[config.mk]
export PLATFORM = sky130hd
export DESIGN_NAME = timer_extin
export DESIGN_NICKNAME = d
export VERILOG_FILES = /design/src/rtl/timer_pkg.sv /design/src/rtl/timer_sigcond.sv /design/src/rtl/timer_extin.sv
export SDC_FILE = /design/constraint.sdc
export NUM_CORES = 1
export LEC_CHECK = 0
export ABC_AREA = 1
export CAP_MARGIN = 0
export CORE_MARGIN = 2
export CORE_UTILIZATION = 53
export DETAILED_ROUTE_END_ITERATION = 10
export PLACE_DENSITY = 0.81
export SYNTH_ARGS = -nofsm -noshare
export SYNTH_HDL_FRONTEND = slang
export SYNTH_SLANG_ARGS = --single-unit
export TNS_END_PERCENT = 20
[constraint.sdc]
create_clock -name clk_i -period 1.71 [get_ports clk_i]
set_input_delay 0.171 -clock clk_i [delete_from_list [all_inputs] [get_ports clk_i]]
set_output_delay 0.171 -clock clk_i [all_outputs]
set_load 0.01 [all_outputs]
[src/rtl/timer_pkg.sv]
// Shared timer definitions: external trigger mode encodings, input-conditioning
// defaults and the ETM command decode used by the external-input stage.
package timer_pkg;

  localparam int TIM_SYNC_STAGES = 2;
  localparam int TIM_FLT_WIDTH   = 4;

  typedef enum logic [2:0] {
    TIM_ETM_NONE = 3'b000,
    TIM_ETM_RISE = 3'b001,
    TIM_ETM_FALL = 3'b010,
    TIM_ETM_CLER = 3'b011,
    TIM_ETM_LOAD = 3'b100
  } tim_etm_e;

  typedef struct packed {
    logic inc;
    logic clr;
    logic load;
  } tim_cmd_t;

  // Reserved encodings (101..111) fall through to no command.
  function automatic tim_cmd_t tim_etm_decode(input logic [2:0] etm,
                                              input logic       rise,
                                              input logic       fall);
    tim_cmd_t cmd;
    cmd = '0;
    case (etm)
      TIM_ETM_RISE: cmd.inc  = rise;
      TIM_ETM_FALL: cmd.inc  = fall;
      TIM_ETM_CLER: cmd.clr  = rise;
      TIM_ETM_LOAD: cmd.load = rise;
      default:      cmd      = '0;
    endcase
    return cmd;
  endfunction

endpackage

[src/rtl/timer_sigcond.sv]
// One conditioned input: synchroniser, length-N glitch filter and edge detector.
// SYNC_STAGES is legal from 2 to 4.
module timer_sigcond
  import timer_pkg::*;
#(
  parameter int SYNC_STAGES = TIM_SYNC_STAGES,
  parameter int FLT_WIDTH   = TIM_FLT_WIDTH
) (
  input  logic                 clk_i,
  input  logic                 rst_n_i,
  input  logic                 en_i,
  input  logic [FLT_WIDTH-1:0] flt_i,
  input  logic                 din_i,
  output logic                 lvl_o,
  output logic                 rise_o,
  output logic                 fall_o
);

  // After reset the chain is still empty; track the input without edges until
  // it has filled, so a static high input does not look like a fresh rise.
  localparam int WARM_INIT = SYNC_STAGES + 1;
  localparam int WARM_W    = $clog2(WARM_INIT + 1);

  logic [SYNC_STAGES-1:0] sync_q;
  logic                   sync_lvl;
  logic                   flt_q;
  logic                   dly_q;
  logic                   armed_q;
  logic [FLT_WIDTH-1:0]   cnt_q;
  logic [WARM_W-1:0]      warm_q;
  logic                   active;

  assign sync_lvl = sync_q[SYNC_STAGES-1];
  assign active   = en_i & (warm_q == '0);

  always_ff @(posedge clk_i or negedge rst_n_i) begin
    if (!rst_n_i) begin
      sync_q  <= '0;
      flt_q   <= 1'b0;
      dly_q   <= 1'b0;
      armed_q <= 1'b0;
      cnt_q   <= '0;
      warm_q  <= WARM_W'(WARM_INIT);
    end else begin
      sync_q  <= {sync_q[SYNC_STAGES-2:0], din_i};
      dly_q   <= flt_q;
      armed_q <= active;
      if (warm_q != '0) begin
        warm_q <= warm_q - WARM_W'(1);
      end
      if (!active) begin
        flt_q <= sync_lvl;
        cnt_q <= '0;
      end else if (sync_lvl == flt_q) begin
        cnt_q <= '0;
      end else if (cnt_q >= flt_i) begin
        // >= so a filter length lowered mid-count still flips at once
        flt_q <= sync_lvl;
        cnt_q <= '0;
      end else begin
        cnt_q <= cnt_q + FLT_WIDTH'(1);
      end
    end
  end

  // armed_q hides the one-cycle f/fd difference left by a disabled-mode update.
  assign lvl_o  = flt_q;
  assign rise_o = armed_q & flt_q & ~dly_q;
  assign fall_o = armed_q & ~flt_q & dly_q;

endmodule

[src/rtl/timer_extin.sv]
// External-input stage of the timer: conditions exclk/capch and turns their
// edges into registered single-cycle count/clear/load/capture commands.
module timer_extin
  import timer_pkg::*;
#(
  parameter int SYNC_STAGES = TIM_SYNC_STAGES,
  parameter int FLT_WIDTH   = TIM_FLT_WIDTH
) (
  input  logic                 clk_i,
  input  logic                 rst_n_i,
  input  logic                 en_i,
  input  logic [2:0]           etm_i,
  input  logic [FLT_WIDTH-1:0] flt_i,
  input  logic                 exclk_i,
  input  logic                 capch_i,
  output logic                 cnt_inc_o,
  output logic                 cnt_clr_o,
  output logic                 cnt_load_o,
  output logic                 cap_o,
  output logic                 exclk_lvl_o
);

  logic     ex_lvl;
  logic     ex_rise;
  logic     ex_fall;
  logic     cap_lvl;
  logic     cap_rise;
  logic     cap_fall;
  logic     unused_cap;
  tim_cmd_t cmd;

  timer_sigcond #(
    .SYNC_STAGES(SYNC_STAGES),
    .FLT_WIDTH  (FLT_WIDTH)
  ) u_exclk (
    .clk_i  (clk_i),
    .rst_n_i(rst_n_i),
    .en_i   (en_i),
    .flt_i  (flt_i),
    .din_i  (exclk_i),
    .lvl_o  (ex_lvl),
    .rise_o (ex_rise),
    .fall_o (ex_fall)
  );

  timer_sigcond #(
    .SYNC_STAGES(SYNC_STAGES),
    .FLT_WIDTH  (FLT_WIDTH)
  ) u_capch (
    .clk_i  (clk_i),
    .rst_n_i(rst_n_i),
    .en_i   (en_i),
    .flt_i  (flt_i),
    .din_i  (capch_i),
    .lvl_o  (cap_lvl),
    .rise_o (cap_rise),
    .fall_o (cap_fall)
  );

  // Capture only reacts to rising edges.
  assign unused_cap = cap_lvl ^ cap_fall;

  always_comb begin
    cmd = tim_etm_decode(etm_i, ex_rise, ex_fall);
  end

  always_ff @(posedge clk_i or negedge rst_n_i) begin
    if (!rst_n_i) begin
      cnt_inc_o   <= 1'b0;
      cnt_clr_o   <= 1'b0;
      cnt_load_o  <= 1'b0;
      cap_o       <= 1'b0;
      exclk_lvl_o <= 1'b0;
    end else begin
      cnt_inc_o   <= en_i & cmd.inc;
      cnt_clr_o   <= en_i & cmd.clr;
      cnt_load_o  <= en_i & cmd.load;
      cap_o       <= en_i & cap_rise;
      exclk_lvl_o <= ex_lvl;
    end
  end

endmodule

==> metrics, run 1 <==
outcome=finished clean; Area Overhead vs Synth=18.6%; clock sinks=26; largest net degree at the start of global routing=27; # IOs=17; Worst-Margin Slew=0.310 ns; initial antenna violation count=0; slew margin rel.=79.3%; GRT met3 Usage=3.14%; synth top area cells=dfrtp_1 (45%), ha_1 (12%), nand2_1 (10%), dfstp_2 (8.5%), inv_1 (6.4%); power share of the clock group=24.0%; reg2reg path depth=6; crit-path cells=clkdlybuf4s50_1; global-route wire length before repair=3480 um; TritonCTS clock tree=done; Pleak=0.737 nW; Worst-path clk slew=0.13 ns; CP Capture Type=output port; crit path kind=reg -> out; Cell variety after synth=18; Final period util=83.3%; row count=17; Die Width=52.2 um; antenna fix cells=0; GRT overflow=0; WP data required=1.54 ns; syn_area_per_cell=9.61 um2; top cell type's share of synthesized area=44.8%; YS warnings=0; Yosys top cell by area=dfrtp_1; total number of H-tree levels=1; vias in the first global route=873; Critical Path Source Type=register; setup TNS=0 ns; HP Class=in -> async; met1 GRT Util=19.2%; via count=865; hold_buf cts=0; Power Density=737 nW/um2; DP Wirelength=1630 um; core area=2210 um2; Post-Route Skew=0.00141 ns; clock root cell=clkbuf_4; WP depth=1; CP Data Arrival Time=1.25 ns; cell count after synthesis=128; commonest non-fill, non-tap cell in the layout=nand2_1; pre-CTS setup slack=0.0918 ns; post-CTS sizing=0; most frequent cells in the layout=nand2_1 (33), dfrtp_1 (22), inv_1 (21); Mapped Area=1230 um2; Buf/Inv on CP=1; worst hold slack=0.195 ns; worst setup margin=0.285 ns; Routed WL=2010 um; initial drt markers=11; RR Endpoint=u_capch.lvl_o; post-synthesis sequential area ratio=53.3%; Most Used Layer, Global Route=met2; Final min period=1.42 ns; gr usage total=17.9%; flops & latches, synth=26; CP Max Fanout=3; share of post-route cells with drive strength above 1=8.05%; vias per inst=4.89; met2 Usage GRT=33.3%; syn_nets=152; max incr delay on CP=0.55 ns; clock latency on the worst-skew pair=0.31 ns; Seq pwr share=61.9%; Max Transition Viols Final=0; Crit Reg-Reg Startpoint=u_capch.cnt_q[3]; RSZ-0062 raised after global routing=no; Die Ht=52.2 um; Max-Cap Viols=0; Final #Nets=174; GPL Wtd Cong=0.874; port bufs=16; Crit path max-delay family=buffers and inverters; max frequency=0.702 GHz; die area=2720 um2; Max Buffers Root-to-Sink=2; cell-internal power=804 uW; Final Hold Fails=0; Psw=271 uW; DR WL/cell=11.4 um; Starting Density=55.6%; VDD IR-drop max=458 uV; Detailed Routing Iterations Pass 1=4; CTS Buf Count=3; flop2flop setup slack=0.38 ns; drc violations=0; switching fraction of total power=25.2%; CP max stage cell=clkdlybuf4s50_1; post-layout util=66.0%; final setup fails=0; antenna viol nets, final=0; Combinational Power Share=14.1%; Post-CTS Setup Bufs=0
-- registers in the layout, indices dropped and copies added, names as in the netlist --
name / flops
u_capch.armed_q: 1
u_capch.dly_q: 1
u_exclk.cnt_q: 4
u_capch.cnt_q: 4
cap_o: 1
u_capch.sync_q: 2
u_exclk.lvl_o: 1
u_exclk.armed_q: 1
u_capch.warm_q: 2
cnt_load_o: 1
u_exclk.dly_q: 1
cnt_inc_o: 1
u_exclk.warm_q: 2
cnt_clr_o: 1
u_exclk.sync_q: 2
u_capch.lvl_o: 1
-- per-layer routing --
metal | part of all wire [%] | vias up | wire length [um]
met3 | 2.6 | 6 | 53
met2 | 53 | 14 | 1060
met4 | 2.4 | 0 | 49
met5 | 0 | - | 0
li1 | - | 443 | -
met1 | 42 | 402 | 845
-- worst register-to-register path: cells and delay by family, from the launching register on --
family	cells	cell delay, ns
simple gates	5	0.51
flops	1	0.42
fa+ha+maj	1	0.31
-- final cells by class --
cell class              instances  area [um2]
fillers                       178         753
multi-input cells              81         495
inverters                      21        78.8
clock buffers                   4        26.3
flip-flops and latches         26         656
repair buffers                 17         168
well taps                      28        35.0
-- stage by stage --
stage | power (mW) | cell area, um2 | cells
after floorplan | 0.757 | 1230 | 128
after global placement | 0.823 | 1430 | 173
after detailed placement | 0.832 | 1430 | 173
after CTS | 1.09 | 1460 | 177
after global routing | 1.14 | 1460 | 177
final | 1.08 | 1460 | 177
-- cells in the mapped netlist --
cell type / number
nand3_1: 4
a21oi_1: 1
nor3_1: 1
nor3b_2: 2
nand2_1: 33
dfrtp_1: 22
o21ai_0: 2
xor2_1: 4
inv_1: 21
o21bai_1: 2
nand4_1: 4
ha_1: 12
nor2_1: 10
nor4_1: 1
nand2_2: 2
xnor2_1: 2
nor3b_1: 1
dfstp_2: 4
-- power groups by stage --
stage               combinational [mW]  clock (mW)  sequential, mW
floorplan                       0.0824           0           0.674
global placement                 0.146           0           0.676
detailed placement               0.154           0           0.678
CTS                              0.155       0.271           0.666
global route                     0.179       0.289           0.669
finish                           0.152       0.258           0.665
-- kinds of logic (layout without fill, tap and decap cells) --
family          count (synthesis)  in the layout  synth area share (%)
fa+ha+maj                      12             12                  12.2
xor+xnor                        6              6                  4.27
buf+inv                        21             42                  6.41
flops                          26             26                  53.3
compound gates                  5              5                  2.44
simple gates                   58             58                  21.4
-- how the worst max path moves through the flow --
stage | endpoint | from
floorplan | u_capch.lvl_o | u_capch.cnt_q[3]
global placement | u_capch.lvl_o | flt_i[3]
detailed placement | u_capch.lvl_o | flt_i[3]
CTS | exclk_lvl_o | u_exclk.dly_q
global route | u_capch.cnt_q[1] | u_capch.cnt_q[0]
finish | exclk_lvl_o | u_exclk.dly_q
No activity file was read; power rests on OpenSTA's default activity.
==> run 2: changes to the inputs <==
==> constraint.sdc (replaced) <==
create_clock -name clk_i -period 1.4 [get_ports clk_i]
set_input_delay 0.14 -clock clk_i [delete_from_list [all_inputs] [get_ports clk_i]]
set_output_delay 0.14 -clock clk_i [all_outputs]
set_load 0.01 [all_outputs]
==> run 2 against run 1 <==
Effect of this change:
- via count grew 2.0%
- worst hold slack lost 0.032 ns
- global-route usage is the same
- count of clock-buffer cells in the layout is the same
- combinational power grew 42%
- first-iteration DRC count grew 27%
- die area is the same
- cell count grew 0.56%
- power grew 25%
- sequential power grew 22%
- critical path type is now reg -> reg
- largest power group unchanged
==> metrics, run 2 (synthesis results as in run 1) <==
Post-Layout Cell Count=178; Max Buffers Root-to-Sink=2; flop2flop setup slack=0.06 ns; cell repeated most along the worst path=nand2_1; Final period util=95.7%; most frequent cells in the layout=nand2_1 (30), dfrtp_1 (22), inv_1 (18); row count=17; Detailed Routing Iterations Pass 1=5; GRT overflow=0; Die Width=52.2 um; clock sinks=26; crit-path cells=ha_1 -> nand2_1 -> nor3b_4 -> nand2_4 -> nand2_1 -> nand2_1; DR WL/cell=11.9 um; vias per inst=4.96; Final min period=1.34 ns; Worst-Margin Slew=0.313 ns; clock latency on the worst-skew pair=0.31 ns; total number of H-tree levels=1; vias in the first global route=873; # IOs=17; port bufs=16; via count=882; core area=2210 um2; Fillers=169; Placed Cells=173; worst hold slack=0.164 ns; CP Max Fanout=5; die area=2720 um2; Final Hold Fails=0; cell area after layout=1530 um2; Post-DP Area=1430 um2; RR Endpoint=u_exclk.lvl_o; slew margin rel.=79.1%; reg2reg path depth=6; largest net degree at the start of global routing=27; Power Density=883 nW/um2; antenna fix cells=0; worst setup margin=0.0603 ns; Most Used Layer, Global Route=met2; TritonCTS clock tree=done; max incr delay on CP=0.43 ns; outcome=finished clean; Worst-path clk slew=0.13 ns; Final #Nets=175; DP Wirelength=1630 um; CTS Buf Count=3; CP Data Arrival Time=1.56 ns; post-layout util=69.1%; global-route wire length before repair=3480 um; initial drt markers=14; Regs by FF count=u_capch.cnt_q: 4 flops, u_exclk.cnt_q: 4 flops; CP Capture Type=register; setup TNS=0 ns; drc violations=0; Post-Route Skew=0.000814 ns; GRT met3 Usage=3.14%; VDD IR-drop max=570 uV; max frequency=0.746 GHz; Pwr Total=1.35 mW; Area Overhead vs Synth=24.2%; Routed WL=2120 um; HP Class=in -> async; hold_buf cts=0; final setup fails=0; clock root cell=clkbuf_4; Crit Reg-Reg Startpoint=u_exclk.cnt_q[3]; antenna viol nets, final=0; WP data required=1.62 ns; gr usage total=17.9%; Pleak=0.751 nW; Max-Cap Viols=0; Starting Density=55.6%; commonest non-fill, non-tap cell in the layout=nand2_1; initial antenna violation count=0; Die Ht=52.2 um; Max Transition Viols Final=0; CP max stage cell=dfrtp_1; GPL Wtd Cong=0.874; crit path kind=reg -> reg; Critical Path Source Type=register; share of post-route cells with drive strength above 1=16.0%; met1 GRT Util=19.2%; pre-CTS setup slack=-0.187 ns; met2 Usage GRT=33.3%
run 2: cell types whose count changed in the layout (fill, tap and decap cells not counted), sizes merged:
cell	before	now
dlygate4sd2	0	1
clkdlybuf4s50	16	15
buf	1	2
run 2: what timing repair did:
| item | in CTS | in global routing |
|---|---|---|
| setup buffers | 0 | 1 |
| pin swaps | 0 | 6 |
| setup endpoints to repair | 1 | 10 |
| gates resized for setup | 1 | 15 |
run 2: final cells by class:
class / count / area [um2] / share of cell area [%]
clock buffers: 4 / 26.3 / 1.72
inverters: 21 / 78.8 / 5.16
multi-input cells: 81 / 558 / 36.5
flip-flops and latches: 26 / 656 / 42.9
well taps: 28 / 35.0 / 2.29
repair buffers: 18 / 174 / 11.4
run 2: critical path: cells and delay by family, from the launching register on:
| kind | cells | cell delay [ns] |
|---|---|---|
| fa+ha+maj | 1 | 0.30 |
| simple gates | 5 | 0.53 |
| flops | 1 | 0.43 |
run 2: report_power, final:
part           internal (mW)  switching (mW)  total, mW
combinational         0.0989           0.117      0.216
clock                  0.111           0.208      0.319
sequential             0.786          0.0278      0.814
total                  0.997           0.352       1.35
run 2: per-layer routing:
layer | vias up | routed length [um]
li1 | 445 | -
met3 | 6 | 63
met2 | 15 | 1120
met5 | - | 0
met1 | 416 | 885
met4 | 0 | 49
run 2: how the worst max path moves through the flow:
stage / from / endpoint / slack, ns / cells past startpoint
6_report: u_exclk.cnt_q[3] / u_exclk.lvl_o / 0.06 / 6
5_1_grt: u_exclk.warm_q[0] / u_exclk.lvl_o / -0.04 / 7
4_1_cts: cap_o / cap_o / 0.05 / 1
3_5_place_dp: flt_i[3] / u_capch.lvl_o / -0.19 / 8
3_3_place_gp: flt_i[3] / u_capch.lvl_o / -0.13 / 8
2_1_floorplan: u_capch.cnt_q[3] / u_capch.lvl_o / 0.20 / 6
==> run 3: changes to the inputs <==
--- a/config.mk
+++ b/config.mk
@@ -11,6 +11,7 @@
 export CORE_UTILIZATION = 53
 export DETAILED_ROUTE_END_ITERATION = 10
 export PLACE_DENSITY = 0.81
+export REMOVE_ABC_BUFFERS = 1
 export SYNTH_ARGS = -nofsm -noshare
 export SYNTH_HDL_FRONTEND = slang
 export SYNTH_SLANG_ARGS = --single-unit
==> results of run 3 <==
Final layout, timing and power as in run 2 (identical DEF).
